### src/rtl/dct_vdd2_ctrl.sv
// Sequencer for the VDD2 DCT domain: row writes into the stage-1 bank, stage-2 settle and output.
// Optional block/stall counters are enabled by defining DCT_CTRL_BLK_CNT_EN.
module dct_vdd2_ctrl #(
    parameter int unsigned SETTLE_CYCLES = 2,
    parameter int unsigned CNT_W         = 16
) (
    input  logic             clk,
    input  logic             rst,
    input  logic             in_valid,
    output logic             in_ready,
    input  logic             approx_req,
    output logic [7:0]       wr_en_entry [7:0],
    output logic [2:0]       row_idx,
    output logic             stage2_en,
    output logic             approx_en,
    output logic             out_valid,
    input  logic             out_ready,
    output logic             busy,
`ifdef DCT_CTRL_BLK_CNT_EN
    output logic [CNT_W-1:0] blk_cnt,
    output logic [CNT_W-1:0] stall_cnt,
`endif
    output logic             blk_done
);

    typedef enum logic [1:0] {StIdle, StFill, StSettle, StOutWait} state_e;

    localparam logic [7:0] SettleInit = 8'(SETTLE_CYCLES - 1);

    state_e     state;
    logic [2:0] row_ptr;
    logic [7:0] settle_cnt;
    logic       accept;
    logic       out_hs;

    assign in_ready = (state == StIdle) || (state == StFill);
    assign accept   = in_valid & in_ready;
    assign out_hs   = (state == StOutWait) & out_ready;
    assign row_idx  = row_ptr;
    assign busy     = (state != StIdle);

    // The bank captures data_in on the same edge the beat is accepted.
    always_comb begin
        for (int r = 0; r < 8; r++) begin
            wr_en_entry[r] = (accept && (row_ptr == 3'(r))) ? 8'hFF : 8'h00;
        end
    end

    always_ff @(posedge clk) begin
        if (rst) begin
            state      <= StIdle;
            row_ptr    <= 3'd0;
            settle_cnt <= 8'd0;
            approx_en  <= 1'b0;
            stage2_en  <= 1'b0;
            out_valid  <= 1'b0;
            blk_done   <= 1'b0;
        end else begin
            blk_done <= 1'b0;
            case (state)
                StIdle: begin
                    if (accept) begin
                        approx_en <= approx_req;
                        row_ptr   <= 3'd1;
                        state     <= StFill;
                    end
                end
                StFill: begin
                    if (accept) begin
                        if (row_ptr == 3'd7) begin
                            row_ptr    <= 3'd0;
                            settle_cnt <= SettleInit;
                            stage2_en  <= 1'b1;
                            state      <= StSettle;
                        end else begin
                            row_ptr <= row_ptr + 3'd1;
                        end
                    end
                end
                StSettle: begin
                    if (settle_cnt == 8'd0) begin
                        out_valid <= 1'b1;
                        state     <= StOutWait;
                    end else begin
                        settle_cnt <= settle_cnt - 8'd1;
                    end
                end
                StOutWait: begin
                    if (out_hs) begin
                        stage2_en <= 1'b0;
                        out_valid <= 1'b0;
                        blk_done  <= 1'b1;
                        state     <= StIdle;
                    end
                end
                default: state <= StIdle;
            endcase
        end
    end

`ifdef DCT_CTRL_BLK_CNT_EN
    always_ff @(posedge clk) begin
        if (rst) begin
            blk_cnt   <= '0;
            stall_cnt <= '0;
        end else begin
            if (out_hs) begin
                blk_cnt <= blk_cnt + CNT_W'(1);
            end
            // Saturates so a long stall never reads back as a short one.
            if ((state == StOutWait) && !out_ready && (stall_cnt != '1)) begin
                stall_cnt <= stall_cnt + CNT_W'(1);
            end
        end
    end
`endif

endmodule

### config.mk
export PLATFORM = sky130hd
export DESIGN_NAME = dct_vdd2_ctrl
export DESIGN_NICKNAME = d
export VERILOG_FILES = /design/src/rtl/dct_vdd2_ctrl.sv
export SDC_FILE = /design/constraint.sdc
export NUM_CORES = 1
export LEC_CHECK = 0
export CAP_MARGIN = 15
export CORE_MARGIN = 2
export CORE_UTILIZATION = 30
export CTS_CLUSTER_SIZE = 10
export DETAILED_ROUTE_END_ITERATION = 10
export GPL_ROUTABILITY_DRIVEN = 0
export HOLD_SLACK_MARGIN = 0.05
export SYNTH_ARGS = -nofsm -noshare
export SYNTH_HDL_FRONTEND = slang
export SYNTH_SLANG_ARGS = --single-unit
### constraint.sdc
create_clock -name clk -period 1.95 [get_ports clk]
set_input_delay 0.195 -clock clk [delete_from_list [all_inputs] [get_ports clk]]
set_output_delay 0.195 -clock clk [all_outputs]
set_load 0.01 [all_outputs]
# Word-level counts from Yosys, hierarchy flattened
# Cells that the tools add are included.
word_totals:
  regBits: 17
  out_inout_bits: 73
  wordCells: 81
classes:
  n_eq_ne: 16
  muxes: 29
  reduce_logical: 24
  addsub: 2
  bitwise: 3
op_table:
  columns: ["op", "n"]
  rows:
  - ["$mux W8", 11]
  - ["$pmux W8 S2", 1]
  - ["$eq A3 B3 Y1 const B", 4]
  - ["$mux W2", 5]
  - ["$ne A2 B2 Y1 const B", 5]
  - ["$reduce_bool A2 Y1", 5]
  - ["$mux W3", 3]
  - ["$logic_and A1 B1 Y1", 8]
  - ["$logic_not A8 Y1", 1]
  - ["$pmux W2 S4", 1]
  - ["$reduce_and A4 Y1", 2]
  - ["$sub A8 B1 Y8 const B", 1]
  - ["$eq A3 B2 Y1 const B", 2]
  - ["$pmux W3 S2", 1]
  - ["$reduce_and A3 Y1", 2]
  - ["$mux W1", 5]
  - ["$reduce_and A5 Y1", 1]
  - ["$eq A2 B2 Y1 const B", 2]
  - ["$pmux W1 S2", 2]
  - ["$add A3 B1 Y3 const B", 1]
  - ["$eq A3 B1 Y1 const B", 1]
  - ["$logic_not A3 Y1", 1]
  - ["$and A1 B1 Y1", 2]
  - ["$eq A2 B1 Y1 const B", 1]
  - ["other kinds (6)", 6]

# Longest topological paths before layout
# Gate-level depths: netlist of the first run.
logic_depth:
  depth_word: 5
  depth_mapped: 6
  depth_no_buf: 6

# Worst setup path before layout of the first run
# No wires, ideal clock.
synth_timing:
  path_type: "flip-flop to output port"
  startpoint: "register state[1]"
  endpoint: "output wr_en_entry[10] (netlist bit)"
  required_time_ps: 1755
  t_arrival_ps: 1605
  path_stages_with_launch: 7
  slack_ps: 150
  n_path_buf: 1
  cell_sequence: "dfxtp_1 -> inv_1 -> ha_1 -> or2_1 -> and2_1 -> and3_1 -> buf_4"
synth_lines:
  columns: ["item", "line_no", "text"]
  rows:
  - ["from (decl)", "30", "state_e state;"]
  - ["from (signal assigned)", "51", "state <= StIdle;"]
  - ["from (signal assigned)", "65", "state <= StFill;"]
  - ["from (signal assigned)", "74", "state <= StSettle;"]
  - ["to (decl)", "12", "output logic [7:0] wr_en_entry [7:0],"]

==> run_summary.xml, run 1 <==
<?xml version="1.0" encoding="UTF-8"?>
<metrics>
  <group name="synth">
    <metric name="ys_top_cells_by_area" unit="">sky130_fd_sc_hd__buf_4 27%, sky130_fd_sc_hd__dfxtp_1 22%, sky130_fd_sc_hd__ha_1 11%</metric>
    <metric name="yosysWarnings" unit="">0</metric>
    <metric name="netlist-cell-type-count" unit="">40</metric>
    <metric name="syn-mean-instance-area" unit="um^2">8.323</metric>
    <metric name="post_synthesis_register_bit_count" unit="">17</metric>
    <metric name="synth-edff-count" unit="">0</metric>
    <metric name="netlist.area_leader.share" unit="%">27.45</metric>
    <metric name="synth_compound_area_share" unit="%">12.50</metric>
    <metric name="synth-seq-area-share" unit="%">22.22</metric>
    <metric name="synthXorXnorAreaFrac" unit="%">0.5719</metric>
    <metric name="synth_simple_gate_area_share" unit="%">22.55</metric>
    <metric name="synth_most_common_cell" unit="">sky130_fd_sc_hd__buf_4</metric>
    <metric name="synth.area.mux_share" unit="%">1.307</metric>
    <metric name="post_synth_design_cell_area" unit="um^2">1531</metric>
    <metric name="synth_top_cells_by_count" unit="">56 x sky130_fd_sc_hd__buf_4, 17 x sky130_fd_sc_hd__dfxtp_1, 14 x sky130_fd_sc_hd__nand2_1</metric>
    <metric name="postSynth.topFlopCell" unit="">sky130_fd_sc_hd__dfxtp_1</metric>
    <metric name="syn_inst" unit="">184</metric>
    <metric name="synthesis.nets" unit="">202</metric>
    <metric name="synth-adder-area-share" unit="%">10.62</metric>
    <metric name="synthArstFlopShare" unit="%">0</metric>
    <metric name="synthDominantAreaCellType" unit="">sky130_fd_sc_hd__buf_4</metric>
    <metric name="dominant_combinational_cell_family_by_area_after_synthesis" unit="">buffers and inverters</metric>
  </group>
  <group name="clock_tree">
    <metric name="cts_made_buffers" unit="">3</metric>
    <metric name="clock_path_buffers" unit="">2</metric>
    <metric name="clock_transition_at_the_register_clock_pins_on_the_worst_setup_and_hold_paths_after_cts" unit="ns">0.06</metric>
    <metric name="holdBufCountCts" unit="">0</metric>
    <metric name="clock-root-buffer" unit="">sky130_fd_sc_hd__clkbuf_8</metric>
    <metric name="worst_skew_pair.late_latency" unit="ns">0.26</metric>
    <metric name="cts.sink_count" unit="">17</metric>
    <metric name="cts_tree" unit="">yes</metric>
    <metric name="cts_max_level" unit="">1</metric>
  </group>
  <group name="sta">
    <metric name="final_hold_viol_count" unit="">0</metric>
    <metric name="timing.final.crit_share" unit="%">97.50</metric>
    <metric name="number_of_max_slew_violations_in_the_final_report" unit="">0</metric>
    <metric name="setup_slack" unit="ns">0.04883</metric>
    <metric name="period_minus_slack" unit="ns">1.901</metric>
    <metric name="final_layout_setup_total_negative_slack" unit="ns">0</metric>
    <metric name="tightest_slew" unit="ns">0.4158</metric>
    <metric name="finalSetupViolations" unit="">0</metric>
    <metric name="timing.clock.skew" unit="ns">0.001517</metric>
    <metric name="max_freq" unit="MHz">526.0</metric>
    <metric name="relative_max_transition_margin" unit="%">72.20</metric>
    <metric name="grt_setup_unrepaired" unit="">true</metric>
  </group>
  <group name="power">
    <metric name="power.static_leakage" unit="nW">0.9691</metric>
    <metric name="worst_vdd_rail_ir_drop" unit="uV">341.4</metric>
    <metric name="power_density" unit="nW/um^2">852.8</metric>
    <metric name="total_power" unit="mW">1.644</metric>
  </group>
  <group name="worst_setup_path">
    <metric name="timing.critical_path.arrival" unit="ns">1.71</metric>
    <metric name="crit_path_start_kind" unit="">flop</metric>
    <metric name="regToRegSetupSlack" unit="ns">0.19</metric>
    <metric name="cp_data_required_time" unit="ns">1.75</metric>
    <metric name="crit_fanout" unit="">8</metric>
    <metric name="r2r.worst_path.cells" unit="">6</metric>
    <metric name="critical_setup_path_class" unit="">flop to output port</metric>
    <metric name="critPathCaptureType" unit="">output port</metric>
    <metric name="regToRegEndpoint" unit="">settle_cnt[5]$_SDFFE_PP0P_</metric>
    <metric name="regToRegStartpoint" unit="">settle_cnt[1]$_SDFFE_PP0P_</metric>
  </group>
  <group name="cells_and_area">
    <metric name="antenna_cells" unit="">0</metric>
    <metric name="postLayoutCoreUtil" unit="%">38.49</metric>
    <metric name="finalInstanceArea" unit="um^2">1928</metric>
    <metric name="finalNetCount" unit="">243</metric>
    <metric name="area_growth_syn_to_layout" unit="%">25.90</metric>
    <metric name="post_route_cells_drive_above_1_share" unit="%">39.29</metric>
  </group>
  <group name="drt">
    <metric name="initialDrtViolationCount" unit="">25</metric>
    <metric name="vias_per_cell" unit="">4.381</metric>
    <metric name="wl" unit="um">3446</metric>
    <metric name="route.antenna.remaining_nets" unit="">0</metric>
    <metric name="dr_total_vias" unit="">1288</metric>
    <metric name="detail_route.wl_per_cell" unit="um">11.72</metric>
    <metric name="detail_route.first_pass.iterations" unit="">4</metric>
    <metric name="post_route_drc" unit="">0</metric>
  </group>
  <group name="grt">
    <metric name="track_usage" unit="%">11.44</metric>
    <metric name="grt_pass1_vias" unit="">1087</metric>
    <metric name="antenna_found_initial" unit="">0</metric>
    <metric name="grt_remaining_overflow" unit="">0</metric>
    <metric name="global_route_wire_length_before_repair" unit="um">5071</metric>
    <metric name="pin_count_of_the_biggest_net_entering_global_routing" unit="">13</metric>
  </group>
  <group name="place">
    <metric name="pre_cts_ws" unit="ns">-0.1190</metric>
    <metric name="dp_hpwl" unit="um">2732</metric>
    <metric name="portBuffers" unit="">77</metric>
    <metric name="postPlaceCellArea" unit="um^2">2081</metric>
  </group>
  <group name="die">
    <metric name="core.rowCount" unit="">26</metric>
    <metric name="core_region_area" unit="um^2">5010</metric>
    <metric name="top_level_ports" unit="">78</metric>
    <metric name="die_y" unit="um">75.45</metric>
    <metric name="die_area" unit="um^2">5693</metric>
    <metric name="initial_util" unit="%">30.57</metric>
    <metric name="die-width" unit="um">75.45</metric>
  </group>
  <group name="worst_hold_path">
    <metric name="holdPathEnd" unit="">approx_en$_SDFFE_PP0P_</metric>
    <metric name="min_path_type" unit="">flop to flop</metric>
    <metric name="hold_depth" unit="">2</metric>
    <metric name="hold_start" unit="">approx_en$_SDFFE_PP0P_</metric>
  </group>
  <group name="flow_run">
    <metric name="maxCapViolations" unit="">0</metric>
  </group>
  <group name="outcome">
    <metric name="run_status" unit="">finished clean</metric>
  </group>
</metrics>
## registers in the layout, indices dropped and copies added, names as in the netlist
signal	count
approx_en	1
state	2
stage2_en	1
row_idx	3
blk_done	1
settle_cnt	8
out_valid	1
## critical path, cell delays in order (launching register included)
cell	delay [ns]
sky130_fd_sc_hd__dfxtp_2	0.32
sky130_fd_sc_hd__inv_1	0.06
sky130_fd_sc_hd__ha_1	0.19
sky130_fd_sc_hd__or2_1	0.24
sky130_fd_sc_hd__buf_4	0.15
sky130_fd_sc_hd__and3_4	0.20
sky130_fd_sc_hd__dlygate4sd2_1	0.28
## worst max-delay path by stage
stage | start | end | slack (ns) | cells past startpoint
floorplan | state[1]$_SDFFE_PP0P_ | wr_en_entry[10] | 0.15 | 6
global placement | in_valid | wr_en_entry[38] | -0.10 | 4
detailed placement | in_valid | wr_en_entry[38] | -0.12 | 4
CTS | state[1]$_SDFFE_PP0P_ | wr_en_entry[25] | -0.03 | 6
global route | state[0]$_SDFFE_PP0P_ | wr_en_entry[43] | -0.04 | 6
finish | state[1]$_SDFFE_PP0P_ | wr_en_entry[56] | 0.05 | 6
## placed cells by master (no fill, tap or decap), drive strengths merged, types with 3 or more instances in the layout
cell / n
inv: 9
and3: 8
clkdlybuf4s50: 12
or4: 3
nor2: 7
a21oi: 4
or3: 5
ha: 13
o211ai: 3
nor3b: 3
clkdlybuf4s15: 8
nor3: 5
nor4: 3
buf: 17
clkbuf: 54
dfxtp: 17
nand2: 14
dlygate4sd2: 6
a21boi: 4
## logic make-up (layout without fill, tap and decap cells)
group	count (synthesis)	in the layout
compound gates	25	25
mux	2	2
simple gates	59	59
fa+ha+maj	13	13
xor+xnor	1	1
flops	17	17
buf+inv	67	107
## layer usage
metal	GRT usage (%)	wire length (um)	up-vias
li1	-	-	661
met3	2.910	301	4
met4	3.509	33	0
met2	18.74	1541	49
met5	0	0	-
met1	14.81	1569	574
## what timing repair did
| item | 4_1_cts | 5_1_grt |
|---|---|---|
| buffers inserted | 0 | 1 |
| setup endpoints to repair | 64 | 66 |
| gates resized for setup | 131 | 63 |
## power by group
part / total (mW) / internal [mW] / switching [mW] / leakage [nW]
sequential: 0.416 / 0.393 / 0.0230 / 0.138
clock: 0.267 / 0.145 / 0.122 / 0.0228
combinational: 0.961 / 0.481 / 0.481 / 0.808
## stage by stage
stage	hold WS, ns	cells
after floorplan	0.2958	184
after global placement	0.4462	289
after global routing	0.4976	294
after CTS	0.4609	293
after detailed placement	0.4516	289
final	0.4550	294
## final cells by class
type,instances,area (um^2)
clock buffer,4,45.04
sequential,17,342.8
inverter,9,33.78
tap,70,87.58
multi-input combinational,100,775.7
fill,564,3082
timing repair buffer,94,643.1
(Power assumes the default switching activity.)
==> run 2, diff against run 1 <==
TNS_END_PERCENT = 1   (was default)
==> run 2 against run 1 <==
Compared with the run above:
- via count decreased by 0.31%
- total power is 0.69% lower
- first-iteration DRC count increased by 16%
- critical path depth unchanged
- sequential share of layout area is essentially flat
- highest routed layer unchanged
==> run_summary.xml, run 2 (synthesized netlist as in run 1, its figures left out) <==
<?xml version="1.0" encoding="UTF-8"?>
<metrics>
  <group name="sta">
    <metric name="timing.clock.skew" unit="ns">0.001517</metric>
    <metric name="grt_setup_unrepaired" unit="">true</metric>
    <metric name="period_minus_slack" unit="ns">1.900</metric>
    <metric name="max_freq" unit="MHz">526.3</metric>
    <metric name="final_hold_viol_count" unit="">0</metric>
    <metric name="number_of_max_slew_violations_in_the_final_report" unit="">0</metric>
    <metric name="timing.final.crit_share" unit="%">97.44</metric>
    <metric name="tightest_slew" unit="ns">0.4140</metric>
    <metric name="final_layout_setup_total_negative_slack" unit="ns">0</metric>
    <metric name="final.hold.worst_slack" unit="ns">0.4550</metric>
    <metric name="finalSetupViolations" unit="">0</metric>
    <metric name="setup_slack" unit="ns">0.04984</metric>
    <metric name="relative_max_transition_margin" unit="%">72.31</metric>
  </group>
  <group name="worst_hold_path">
    <metric name="min_path_type" unit="">flop to flop</metric>
  </group>
  <group name="place">
    <metric name="pre_cts_ws" unit="ns">-0.1190</metric>
    <metric name="dp_hpwl" unit="um">2732</metric>
    <metric name="portBuffers" unit="">77</metric>
    <metric name="postPlaceCellArea" unit="um^2">2081</metric>
    <metric name="dpl.cell_count" unit="">289</metric>
  </group>
  <group name="worst_setup_path">
    <metric name="crit_path_start_kind" unit="">flop</metric>
    <metric name="timing.critical_path.arrival" unit="ns">1.71</metric>
    <metric name="timing.critical_path.slowest_stage_cell" unit="">sky130_fd_sc_hd__dfxtp_2</metric>
    <metric name="crit_path_cell_trace" unit="">inv_1 &gt; ha_1 &gt; or2_1 &gt; and2_4 &gt; and3_4 &gt; clkdlybuf4s15_1</metric>
    <metric name="cp_data_required_time" unit="ns">1.75</metric>
    <metric name="critPathCaptureType" unit="">output port</metric>
    <metric name="critPathMaxStageDelay" unit="ns">0.34</metric>
    <metric name="crit_fanout" unit="">8</metric>
    <metric name="critical_setup_path_class" unit="">flop to output port</metric>
  </group>
  <group name="cells_and_area">
    <metric name="layout.cells.most_common_list" unit="">48 x sky130_fd_sc_hd__clkbuf_2, 16 x sky130_fd_sc_hd__buf_4, 15 x sky130_fd_sc_hd__dfxtp_1</metric>
    <metric name="area_growth_syn_to_layout" unit="%">25.98</metric>
    <metric name="antenna_cells" unit="">0</metric>
    <metric name="finalNetCount" unit="">242</metric>
    <metric name="finalInstanceArea" unit="um^2">1929</metric>
    <metric name="post_route_cells_drive_above_1_share" unit="%">38.12</metric>
    <metric name="largest_register" unit="">settle_cnt</metric>
    <metric name="postLayoutCoreUtil" unit="%">38.51</metric>
    <metric name="layout_commonest_cell" unit="">sky130_fd_sc_hd__clkbuf_2</metric>
    <metric name="stdcell_count" unit="">293</metric>
    <metric name="final.fill_count" unit="">560</metric>
    <metric name="largest_register_ff_count" unit="">8</metric>
  </group>
  <group name="die">
    <metric name="core_region_area" unit="um^2">5010</metric>
    <metric name="initial_util" unit="%">30.57</metric>
    <metric name="top_level_ports" unit="">78</metric>
    <metric name="die_area" unit="um^2">5693</metric>
    <metric name="core.rowCount" unit="">26</metric>
    <metric name="die-width" unit="um">75.45</metric>
    <metric name="die_y" unit="um">75.45</metric>
  </group>
  <group name="drt">
    <metric name="vias_per_cell" unit="">4.382</metric>
    <metric name="wl" unit="um">3438</metric>
    <metric name="route.antenna.remaining_nets" unit="">0</metric>
    <metric name="initialDrtViolationCount" unit="">29</metric>
    <metric name="post_route_drc" unit="">0</metric>
    <metric name="detail_route.wl_per_cell" unit="um">11.73</metric>
    <metric name="dr_total_vias" unit="">1284</metric>
    <metric name="detail_route.first_pass.iterations" unit="">4</metric>
  </group>
  <group name="flow_run">
    <metric name="maxCapViolations" unit="">0</metric>
  </group>
  <group name="grt">
    <metric name="gr-max-usage-layer" unit="">met2</metric>
    <metric name="track_usage" unit="%">11.44</metric>
    <metric name="grt_pass1_vias" unit="">1087</metric>
    <metric name="grt_use_met2" unit="%">18.74</metric>
    <metric name="pin_count_of_the_biggest_net_entering_global_routing" unit="">13</metric>
    <metric name="gr-usage-met1" unit="%">14.81</metric>
    <metric name="antenna_found_initial" unit="">0</metric>
    <metric name="global_route_wire_length_before_repair" unit="um">5071</metric>
    <metric name="grt.met3_usage" unit="%">2.910</metric>
    <metric name="grt_remaining_overflow" unit="">0</metric>
  </group>
  <group name="clock_tree">
    <metric name="worst_skew_pair.late_latency" unit="ns">0.26</metric>
    <metric name="cts_made_buffers" unit="">3</metric>
    <metric name="clock-root-buffer" unit="">sky130_fd_sc_hd__clkbuf_8</metric>
    <metric name="clock_transition_at_the_register_clock_pins_on_the_worst_setup_and_hold_paths_after_cts" unit="ns">0.06</metric>
    <metric name="clock_path_buffers" unit="">2</metric>
    <metric name="cts.sink_count" unit="">17</metric>
    <metric name="post_cts.repair.setup_buffers" unit="">0</metric>
    <metric name="cts_tree" unit="">yes</metric>
    <metric name="cts_max_level" unit="">1</metric>
  </group>
  <group name="power">
    <metric name="total_power" unit="mW">1.633</metric>
    <metric name="power_density" unit="nW/um^2">846.4</metric>
    <metric name="worst_vdd_rail_ir_drop" unit="uV">341.4</metric>
    <metric name="power.static_leakage" unit="nW">0.9676</metric>
  </group>
  <group name="outcome">
    <metric name="run_status" unit="">finished clean</metric>
  </group>
</metrics>
## run 2: path summary, 6_finish.rpt
check                                             endpoint  cells past startpoint                  startpoint  slack [ns]
worst max-delay path                       wr_en_entry[47]                      6       state[0]$_SDFFE_PP0P_        0.05
worst min-delay path                approx_en$_SDFFE_PP0P_                      2      approx_en$_SDFFE_PP0P_        0.45
worst min register to register      approx_en$_SDFFE_PP0P_                      2      approx_en$_SDFFE_PP0P_        0.45
worst max register to register  settle_cnt[5]$_SDFFE_PP0P_                      6  settle_cnt[1]$_SDFFE_PP0P_        0.19
## run 2: power by group
| group | total (mW) | switching [mW] | internal [mW] | leakage (nW) |
|---|---|---|---|---|
| sequential | 0.416 | 0.0230 | 0.393 | 0.138 |
| combinational | 0.950 | 0.479 | 0.471 | 0.806 |
| clock | 0.267 | 0.122 | 0.145 | 0.0228 |
## run 2: routing by layer
layer	wire, um	vias to the layer above
met5	0	-
met4	33	0
met3	292	4
met2	1534	49
met1	1578	572
li1	-	659
## run 2: final cells by class
| class | count | area (um^2) | area share (%) |
|---|---|---|---|
| Clock buffer | 4 | 45.04 | 2.335 |
| Inverter | 9 | 33.78 | 1.751 |
| Multi-Input combinational cell | 100 | 775.7 | 40.21 |
| Sequential cell | 17 | 342.8 | 17.77 |
| Tap cell | 70 | 87.58 | 4.540 |
| Timing Repair Buffer | 93 | 644.4 | 33.40 |
## run 2: worst max-delay path, delay by kind of cell (launching register included)
kind / cells / cell delay [ns]
and+or+nand+nor: 3 / 0.63
DFF: 1 / 0.34
buffers and inverters: 2 / 0.29
adders and majority gates: 1 / 0.20
## run 2: what timing repair did
action                                  4_1_cts  5_1_grt
endpoints found under the setup margin       64       66
hold buffers                                  0        0
gates resized for setup                     131       60
